<file path="src/rtl/serial_adder_if.sv">
// Request/response bundle for the bit-serial adder: the master supplies
// operands and start; the slave reports busy, done and the registered result.
interface serial_adder_if #(
  parameter int unsigned WIDTH = 8
);
  logic             start;
  logic [WIDTH-1:0] a;
  logic [WIDTH-1:0] b;
  logic             cin;
  logic             busy;
  logic             done;
  logic [WIDTH-1:0] sum;
  logic             cout;
  logic             ovf;

  modport master (
    output start, a, b, cin,
    input  busy, done, sum, cout, ovf
  );

  modport slave (
    input  start, a, b, cin,
    output busy, done, sum, cout, ovf
  );
endinterface

</file>
<file path="src/rtl/serial_adder.sv">
// Bit-serial adder: a single full-adder cell consumes one operand bit per
// cycle, LSB first, and the result is published for one cycle in DONE.
module serial_adder #(
  parameter int unsigned WIDTH = 8
) (
  input  logic          clk,
  input  logic          rst,
  serial_adder_if.slave bus
);
  localparam int unsigned CW = $clog2(WIDTH + 1);

  typedef enum logic [1:0] {
    IDLE = 2'd0,
    RUN  = 2'd1,
    DONE = 2'd2
  } state_e;

  state_e           state_q;
  logic [WIDTH-1:0] a_q;
  logic [WIDTH-1:0] b_q;
  logic [WIDTH-1:0] res_q;
  logic [WIDTH-1:0] res_d;
  logic [WIDTH-1:0] sum_q;
  logic [CW-1:0]    cnt_q;
  logic             carry_q;
  logic             busy_q;
  logic             done_q;
  logic             cout_q;
  logic             ovf_q;
  logic             fa_sum;
  logic             fa_cout;
  logic             last_bit;
  logic             accept;

  // The one full-adder cell plus the result shift-in of its sum bit.
  always_comb begin
    fa_sum   = a_q[0] ^ b_q[0] ^ carry_q;
    fa_cout  = (a_q[0] & b_q[0]) | (carry_q & (a_q[0] ^ b_q[0]));
    res_d    = (res_q >> 1) | (WIDTH'(fa_sum) << (WIDTH - 1));
    last_bit = (cnt_q == CW'(WIDTH - 1));
    accept   = bus.start && ((state_q == IDLE) || (state_q == DONE));
  end

  always_ff @(posedge clk) begin
    if (rst) begin
      state_q <= IDLE;
      a_q     <= '0;
      b_q     <= '0;
      res_q   <= '0;
      sum_q   <= '0;
      cnt_q   <= '0;
      carry_q <= 1'b0;
      busy_q  <= 1'b0;
      done_q  <= 1'b0;
      cout_q  <= 1'b0;
      ovf_q   <= 1'b0;
    end else begin
      done_q <= 1'b0;
      if (accept) begin
        state_q <= RUN;
        a_q     <= bus.a;
        b_q     <= bus.b;
        carry_q <= bus.cin;
        cnt_q   <= '0;
        busy_q  <= 1'b1;
      end else begin
        case (state_q)
          RUN: begin
            a_q     <= a_q >> 1;
            b_q     <= b_q >> 1;
            res_q   <= res_d;
            carry_q <= fa_cout;
            cnt_q   <= cnt_q + CW'(1);
            if (last_bit) begin
              // carry_q is the carry into the MSB at this step.
              state_q <= DONE;
              busy_q  <= 1'b0;
              done_q  <= 1'b1;
              sum_q   <= res_d;
              cout_q  <= fa_cout;
              ovf_q   <= carry_q ^ fa_cout;
            end
          end
          DONE: state_q <= IDLE;
          IDLE: ;
          default: begin
            state_q <= IDLE;
            busy_q  <= 1'b0;
          end
        endcase
      end
    end
  end

  assign bus.busy = busy_q;
  assign bus.done = done_q;
  assign bus.sum  = sum_q;
  assign bus.cout = cout_q;
  assign bus.ovf  = ovf_q;
endmodule

</file>
<file path="src/flat_wrapper.sv">
// flat-port wrapper written by rule: the top's interface ports become plain ports
module serial_adder_flat 
#(
  parameter int unsigned WIDTH = 8
)
  (clk, rst, bus_start, bus_a, bus_b, bus_cin, bus_busy, bus_done, bus_sum, bus_cout, bus_ovf);
  serial_adder_if #(.WIDTH(WIDTH)) bus_i ();
  input  logic clk;
  input  logic rst;
  input wire logic [$bits(bus_i.start)-1:0] bus_start;
  input wire logic [$bits(bus_i.a)-1:0] bus_a;
  input wire logic [$bits(bus_i.b)-1:0] bus_b;
  input wire logic [$bits(bus_i.cin)-1:0] bus_cin;
  output wire logic [$bits(bus_i.busy)-1:0] bus_busy;
  output wire logic [$bits(bus_i.done)-1:0] bus_done;
  output wire logic [$bits(bus_i.sum)-1:0] bus_sum;
  output wire logic [$bits(bus_i.cout)-1:0] bus_cout;
  output wire logic [$bits(bus_i.ovf)-1:0] bus_ovf;
  assign bus_i.start = bus_start;
  assign bus_i.a = bus_a;
  assign bus_i.b = bus_b;
  assign bus_i.cin = bus_cin;
  assign bus_busy = bus_i.busy;
  assign bus_done = bus_i.done;
  assign bus_sum = bus_i.sum;
  assign bus_cout = bus_i.cout;
  assign bus_ovf = bus_i.ovf;
  serial_adder #(.WIDTH(WIDTH)) u_core (.clk(clk), .rst(rst), .bus(bus_i));
endmodule
</file>
<file path="config.mk">
export PLATFORM = sky130hd
export DESIGN_NAME = serial_adder_flat
export DESIGN_NICKNAME = d
export VERILOG_FILES = /design/src/rtl/serial_adder_if.sv /design/src/rtl/serial_adder.sv /design/src/flat_wrapper.sv
export SDC_FILE = /design/constraint.sdc
export NUM_CORES = 1
export LEC_CHECK = 0
export CORE_ASPECT_RATIO = 0.8
export CORE_UTILIZATION = 48
export CTS_BUF_LIST = sky130_fd_sc_hd__clkbuf_4 sky130_fd_sc_hd__clkbuf_8
export DETAILED_ROUTE_END_ITERATION = 10
export GPL_ROUTABILITY_DRIVEN = 0
export PLACE_DENSITY = 0.74
export SKIP_CTS_REPAIR_TIMING = 1
export SYNTH_ARGS = -nofsm -noshare
export SYNTH_HDL_FRONTEND = slang
export SYNTH_SLANG_ARGS = --single-unit
</file>
<file path="constraint.sdc">
create_clock -name clk -period 1.2 [get_ports clk]
set_input_delay 0.24 -clock clk [delete_from_list [all_inputs] [get_ports clk]]
set_output_delay 0.24 -clock clk [all_outputs]
set_load 0.03 [all_outputs]
</file>
==> flow_metrics.tcl, run 1 <==
set metrics [dict create \
    status "finished with violations" \
    drtPass1Iterations 4 \
    syn_area_per_cell_um2 8.592 \
    post_layout_nonfiller_instances 280 \
    seq_area_frac_synth 0.5019 \
    cp-end-kind "register" \
    use_met2 0.3775 \
    clkPwrFrac 0.325 \
    coreArea_um2 3198 \
    cts_buffers 5 \
    hold_violations 0 \
    cp_slowest_cell "dfxtp_2" \
    clock-sinks 42 \
    cpPeakStageDelay_ns 0.37 \
    synth_most_common_cell "dfxtp_1" \
    seq_area_um2 849.6 \
    critPathKind "reg2reg" \
    p_int_mw 2.195 \
    violations "negative setup slack" \
    synthTopCellsByArea "dfxtp_1 50%, a21oi_1 6.6%, nand2_1 6.5%" \
    syn_inst 195 \
    r2r_start "u_core.cnt_q[1]" \
    synth_nets 217 \
    hp-start "u_core.b_q[7]" \
    fin_tns_setup_ns -0.1065 \
    start_util 0.5239 \
    multi_input_area_um2 855.8 \
    drc 0 \
    switching_share 0.2547 \
    rsz0062_at_grt "true" \
    ios 32 \
    grt_max_degree 24 \
    antenna_left 0 \
    vdd_ir_drop_max_v 0.0008817 \
    track_usage 0.2392 \
    synth_edf_count 0 \
    p_sw_uw 749.9 \
    cts_max_path_buffers 2 \
    p_total_mw 2.945 \
    synth_common_cells "42 x dfxtp_1, 29 x nand2_1, 22 x a21oi_1" \
    rows 18 \
    synth_top_area_cell "dfxtp_1" \
    dieArea_um2 3732 \
    vias_per_cell 5.586 \
    met1_usage 0.3102 \
    syn2layout_area_growth_pct 43.24 \
    fillers 242 \
    netlist_area_um2 1675 \
    critPathBufInv 1 \
    preCtsSetupSlack_ns -0.2628 \
    start_kind "register" \
    busiest_layer "met2" \
    p_seq_frac 0.511 \
    hp-class "reg2reg" \
    cts-root-buf "clkbuf_8" \
    arrival_ns 1.45 \
    power.density_nw_per_um2 1227 \
    yosysTopAreaCellShare 0.5019 \
    tightest_slew_ns 0.2382 \
    routed_wirelength_um 4587 \
    antenna_found_initial 0 \
    relSlewSlack 0.8412 \
    grt_pass1_wl_um 6382 \
    whs_ns 0.4753 \
    htreeDepth 2 \
    path_cells "ha_4, and3b_2, buf_4, nand3_1, a21oi_1" \
    fin_crit_ns 1.228 \
    wl_per_cell_um 16.38 \
    die_h_um 54.84 \
    dp.cells 267 \
    critPathTopFamily "flip-flops" \
    cts_tree "yes" \
    met3_usage 0.05625 \
    insertion_delay_ns 0.30 \
    drive_gt1_frac 0.3083 \
    portBuffers 31 \
    clk_pin_slew_ns 0.08 \
    finalMaxSlewViolations 0 \
    worst-path-max-fanout 5 \
    vias 1564 \
    critPathRequiredTime_ns 1.43 \
    async_flop_share 0 \
    antenna_cells 0 \
    ys_seq_elements 42 \
    die_x_um 68.05 \
    max_cap_viol_count 0 \
    dp_hpwl_um 2858 \
    yosys_warnings 0 \
    first_iter_violations 74 \
    finalClockSkew_ns 0.006880 \
    fmax_ghz 0.8144 \
    startpoint "u_core.cnt_q[1]" \
    finalSetupViolCount 7 \
    ys_types 28 \
    gr-total-overflow 0 \
    combPwrFrac 0.164 \
    layout_setup_ws_ns -0.02797 \
    grt_pass1_vias 1396 \
    fin_crit_sh 1.023 \
    p_leak_nw 0.8679 \
    num-nets-final 261 \
    synth-main-ff-cell "dfxtp_1" \
]
## layer usage
layer	routed length, um	part of all wire
met5	0	0
met4	70	0.015
met3	237	0.052
met2	2206	0.48
met1	2072	0.45
## flip-flops by register name, summed over array words and instances, names as in the netlist
signal           count
u_core.bus.busy      1
u_core.bus.ovf       1
u_core.a_q           8
u_core.b_q           8
u_core.bus.cout      1
u_core.res_q         7
u_core.state_q       2
u_core.carry_q       1
u_core.cnt_q         4
u_core.bus.done      1
u_core.bus.sum       8
## logic make-up after synthesis
kind of cell / synth area share
xor gates and xnor gates: 0.01569
adders and majority gates: 0.01942
AOI/OAI and AO/OA: 0.1807
and+or+nand+nor: 0.2121
buffers and inverters: 0.05825
DFF: 0.5019
muxes: 0.01195
## area by class of cell
cell class / count / share of cell area
Multi-Input combinational cell: 134 / 0.3566
Timing Repair Buffer: 56 / 0.2289
Clock inverter: 1 / 0.002086
Tap cell: 40 / 0.02086
Clock buffer: 7 / 0.03754
Sequential cell: 42 / 0.3540
## path summary, 6_finish.rpt
path	slack (ns)	endpoint	cells past startpoint
worst max register to register	-0.03	u_core.bus.sum[0]	5
worst min-delay path	0.48	u_core.b_q[7]	2
worst max-delay path	-0.03	u_core.bus.sum[0]	5
worst min register to register	0.48	u_core.b_q[7]	2
## power by group through the flow
| stage | combinational, mW | sequential [mW] | clock (mW) |
|---|---|---|---|
| 2_1_floorplan | 0.231 | 1.53 | 0 |
| 3_3_place_gp | 0.414 | 1.53 | 0 |
| 3_5_place_dp | 0.427 | 1.53 | 0 |
| 4_1_cts | 0.432 | 1.50 | 0.961 |
| 5_1_grt | 0.520 | 1.51 | 1.04 |
| 6_report | 0.483 | 1.50 | 0.958 |
## through the flow
step	utilization	area, um^2
floorplan	-	1679
global placement	0.6686	2138
detailed placement	0.6686	2138
CTS	0.6984	2233
global route	0.7504	2400
finish	0.7504	2400
## cells in the final DEF (no fill, tap or decap), types with 2 or more instances in the layout
cell / Yosys / layout
nand2_1: 29 / 29
buf_6: 1 / 5
a311oi_2: 0 / 6
buf_4: 2 / 27
mux2i_1: 2 / 2
a21oi_1: 22 / 15
o21ai_1: 0 / 5
a311oi_1: 8 / 2
nor2_1: 8 / 8
clkdlybuf4s50_1: 0 / 19
buf_12: 0 / 5
dfxtp_2: 0 / 4
dfxtp_1: 42 / 37
nand3_1: 14 / 13
clkbuf_8: 0 / 6
a21oi_2: 0 / 7
nand3b_1: 2 / 2
o21ai_0: 10 / 4
nor3_1: 18 / 18
o22ai_1: 6 / 6
## tightest hold or removal path: cells and delay by family (launching register included)
| kind | cells | cell delay [ns] |
|---|---|---|
| DFF | 1 | 0.31 |
| AOI/OAI and AO/OA | 1 | 0.06 |
| and+or+nand+nor | 1 | 0.06 |
(Power assumes the default switching activity.)
==> inputs of run 2 (changes only) <==
--- a/config.mk
+++ b/config.mk
@@ -10,7 +10,7 @@
 export CTS_BUF_LIST = sky130_fd_sc_hd__clkbuf_4 sky130_fd_sc_hd__clkbuf_8
 export DETAILED_ROUTE_END_ITERATION = 10
 export GPL_ROUTABILITY_DRIVEN = 0
-export PLACE_DENSITY = 0.74
+export PLACE_DENSITY = 0.78
 export SKIP_CTS_REPAIR_TIMING = 1
 export SYNTH_ARGS = -nofsm -noshare
 export SYNTH_HDL_FRONTEND = slang
==> flow_metrics.tcl, run 2 (synthesis gave the netlist of run 1 again) <==
set metrics [dict create \
    status "finished, final reports clean" \
    met1_usage 0.2812 \
    grt_max_degree 24 \
    first_iter_violations 83 \
    vias 1542 \
    finalClockSkew_ns 0.005725 \
    gr-total-overflow 0 \
    fmax_ghz 0.8379 \
    drc 0 \
    preCtsSetupSlack_ns -0.3209 \
    dieArea_um2 3732 \
    drtPass1Iterations 4 \
    post_layout_nonfiller_instances 281 \
    use_met2 0.3546 \
    cp-end-kind "register" \
    start_kind "register" \
    ios 32 \
    start_util 0.5239 \
    final_common_cell "dfxtp_1" \
    coreArea_um2 3198 \
    reg2reg_to "u_core.bus.sum[6]" \
    rows 18 \
    antenna_found_initial 0 \
    final_util 0.7414 \
    r2r_start "u_core.cnt_q[1]" \
    dp.cells 270 \
    cts_buffers 5 \
    track_usage 0.2193 \
    rrSetupSlack_ns 0.007 \
    portBuffers 31 \
    fin_crit_sh 0.9945 \
    tightest_slew_ns 0.2616 \
    antenna_left 0 \
    finish.instance_area_um2 2371 \
    fin_crit_ns 1.193 \
    hold_violations 0 \
    num-nets-final 262 \
    cts-root-buf "clkbuf_8" \
    die_h_um 54.84 \
    busiest_layer "met2" \
    p_total_mw 2.907 \
    relSlewSlack 0.8256 \
    endpoint "u_core.bus.sum[6]" \
    final_cell_mix "37 x dfxtp_1, 29 x nand2_1, 29 x buf_4" \
    finalMaxSlewViolations 0 \
    r2r_cells 5 \
    vias_per_cell 5.488 \
    antenna_cells 0 \
    grt_pass1_wl_um 5892 \
    arrival_ns 1.37 \
    startpoint "u_core.cnt_q[1]" \
    cts_tree "yes" \
    fin_tns_setup_ns 0 \
    critPathKind "reg2reg" \
    worst-path-max-fanout 5 \
    clk_pin_slew_ns 0.08 \
    whs_ns 0.4621 \
    cts_max_path_buffers 2 \
    dp_hpwl_um 2655 \
    htreeDepth 2 \
    power.density_nw_per_um2 1226 \
    met3_usage 0.05625 \
    rsz0062_at_grt "true" \
    wl_per_cell_um 14.30 \
    finalSetupViolCount 0 \
    insertion_delay_ns 0.30 \
    critPathRequiredTime_ns 1.38 \
    drive_gt1_frac 0.2988 \
    grt_pass1_vias 1325 \
    fillers 228 \
    place_area_um2 2123 \
    syn2layout_area_growth_pct 41.52 \
    p_leak_nw 0.8583 \
    max_cap_viol_count 0 \
    routed_wirelength_um 4019 \
    layout_setup_ws_ns 0.006587 \
    clock-sinks 42 \
    hp-class "reg2reg" \
    vdd_ir_drop_max_v 0.0009016 \
    die_x_um 68.05 \
]
[run 2: changes by cell type in the layout (fill, tap and decap cells not counted), moves of 2 or more]
cell      previous run  this run
o21ai_1              5         7
buf_4               27        29
a21oi_1             15        17
a21oi_2              7         5
nand3_2              1         4
buf_12               5         3
a311oi_1             2         5
a311oi_2             6         3
nand3_1             13        10
[run 2: layer usage]
metal	routed length, um	share of wire
met4	59	0.015
met2	1912	0.48
met1	1829	0.46
met5	0	0
met3	217	0.054
[run 2: worst max-delay path, cell delays in order, from the launching register on]
cell and delay, ns:
dfxtp_2 0.36, ha_4 0.14, nand3b_1 0.11, buf_4 0.18, o21ai_0 0.21, a21oi_2 0.08
[run 2: cell type report]
cell class / instances / area, um^2 / share of cell area
timing repair buffer: 57 / 535.5 / 0.2259
tap: 40 / 50.05 / 0.02111
sequential: 42 / 849.6 / 0.3583
multi-input combinational: 134 / 840.8 / 0.3546
clock buffer: 6 / 82.58 / 0.03483
clock inverter: 2 / 12.51 / 0.005277
[run 2: worst min-delay path by stage]
| stage | start | to | slack, ns | cells past startpoint |
|---|---|---|---|---|
| 2_1_floorplan | bus_b[7] | u_core.b_q[7] | 0.38 | 2 |
| 3_3_place_gp | u_core.res_q[1] | u_core.res_q[1] | 0.44 | 2 |
| 3_5_place_dp | u_core.res_q[1] | u_core.res_q[1] | 0.45 | 2 |
| 4_1_cts | u_core.res_q[1] | u_core.res_q[1] | 0.46 | 2 |
| 5_1_grt | u_core.res_q[1] | u_core.res_q[1] | 0.49 | 2 |
| 6_report | u_core.res_q[1] | u_core.res_q[1] | 0.46 | 2 |
[run 2: power by group]
group	internal (mW)	switching, mW
Sequential	1.46	0.0468
Clock	0.462	0.484
Combinational	0.239	0.216
Total	2.16	0.747
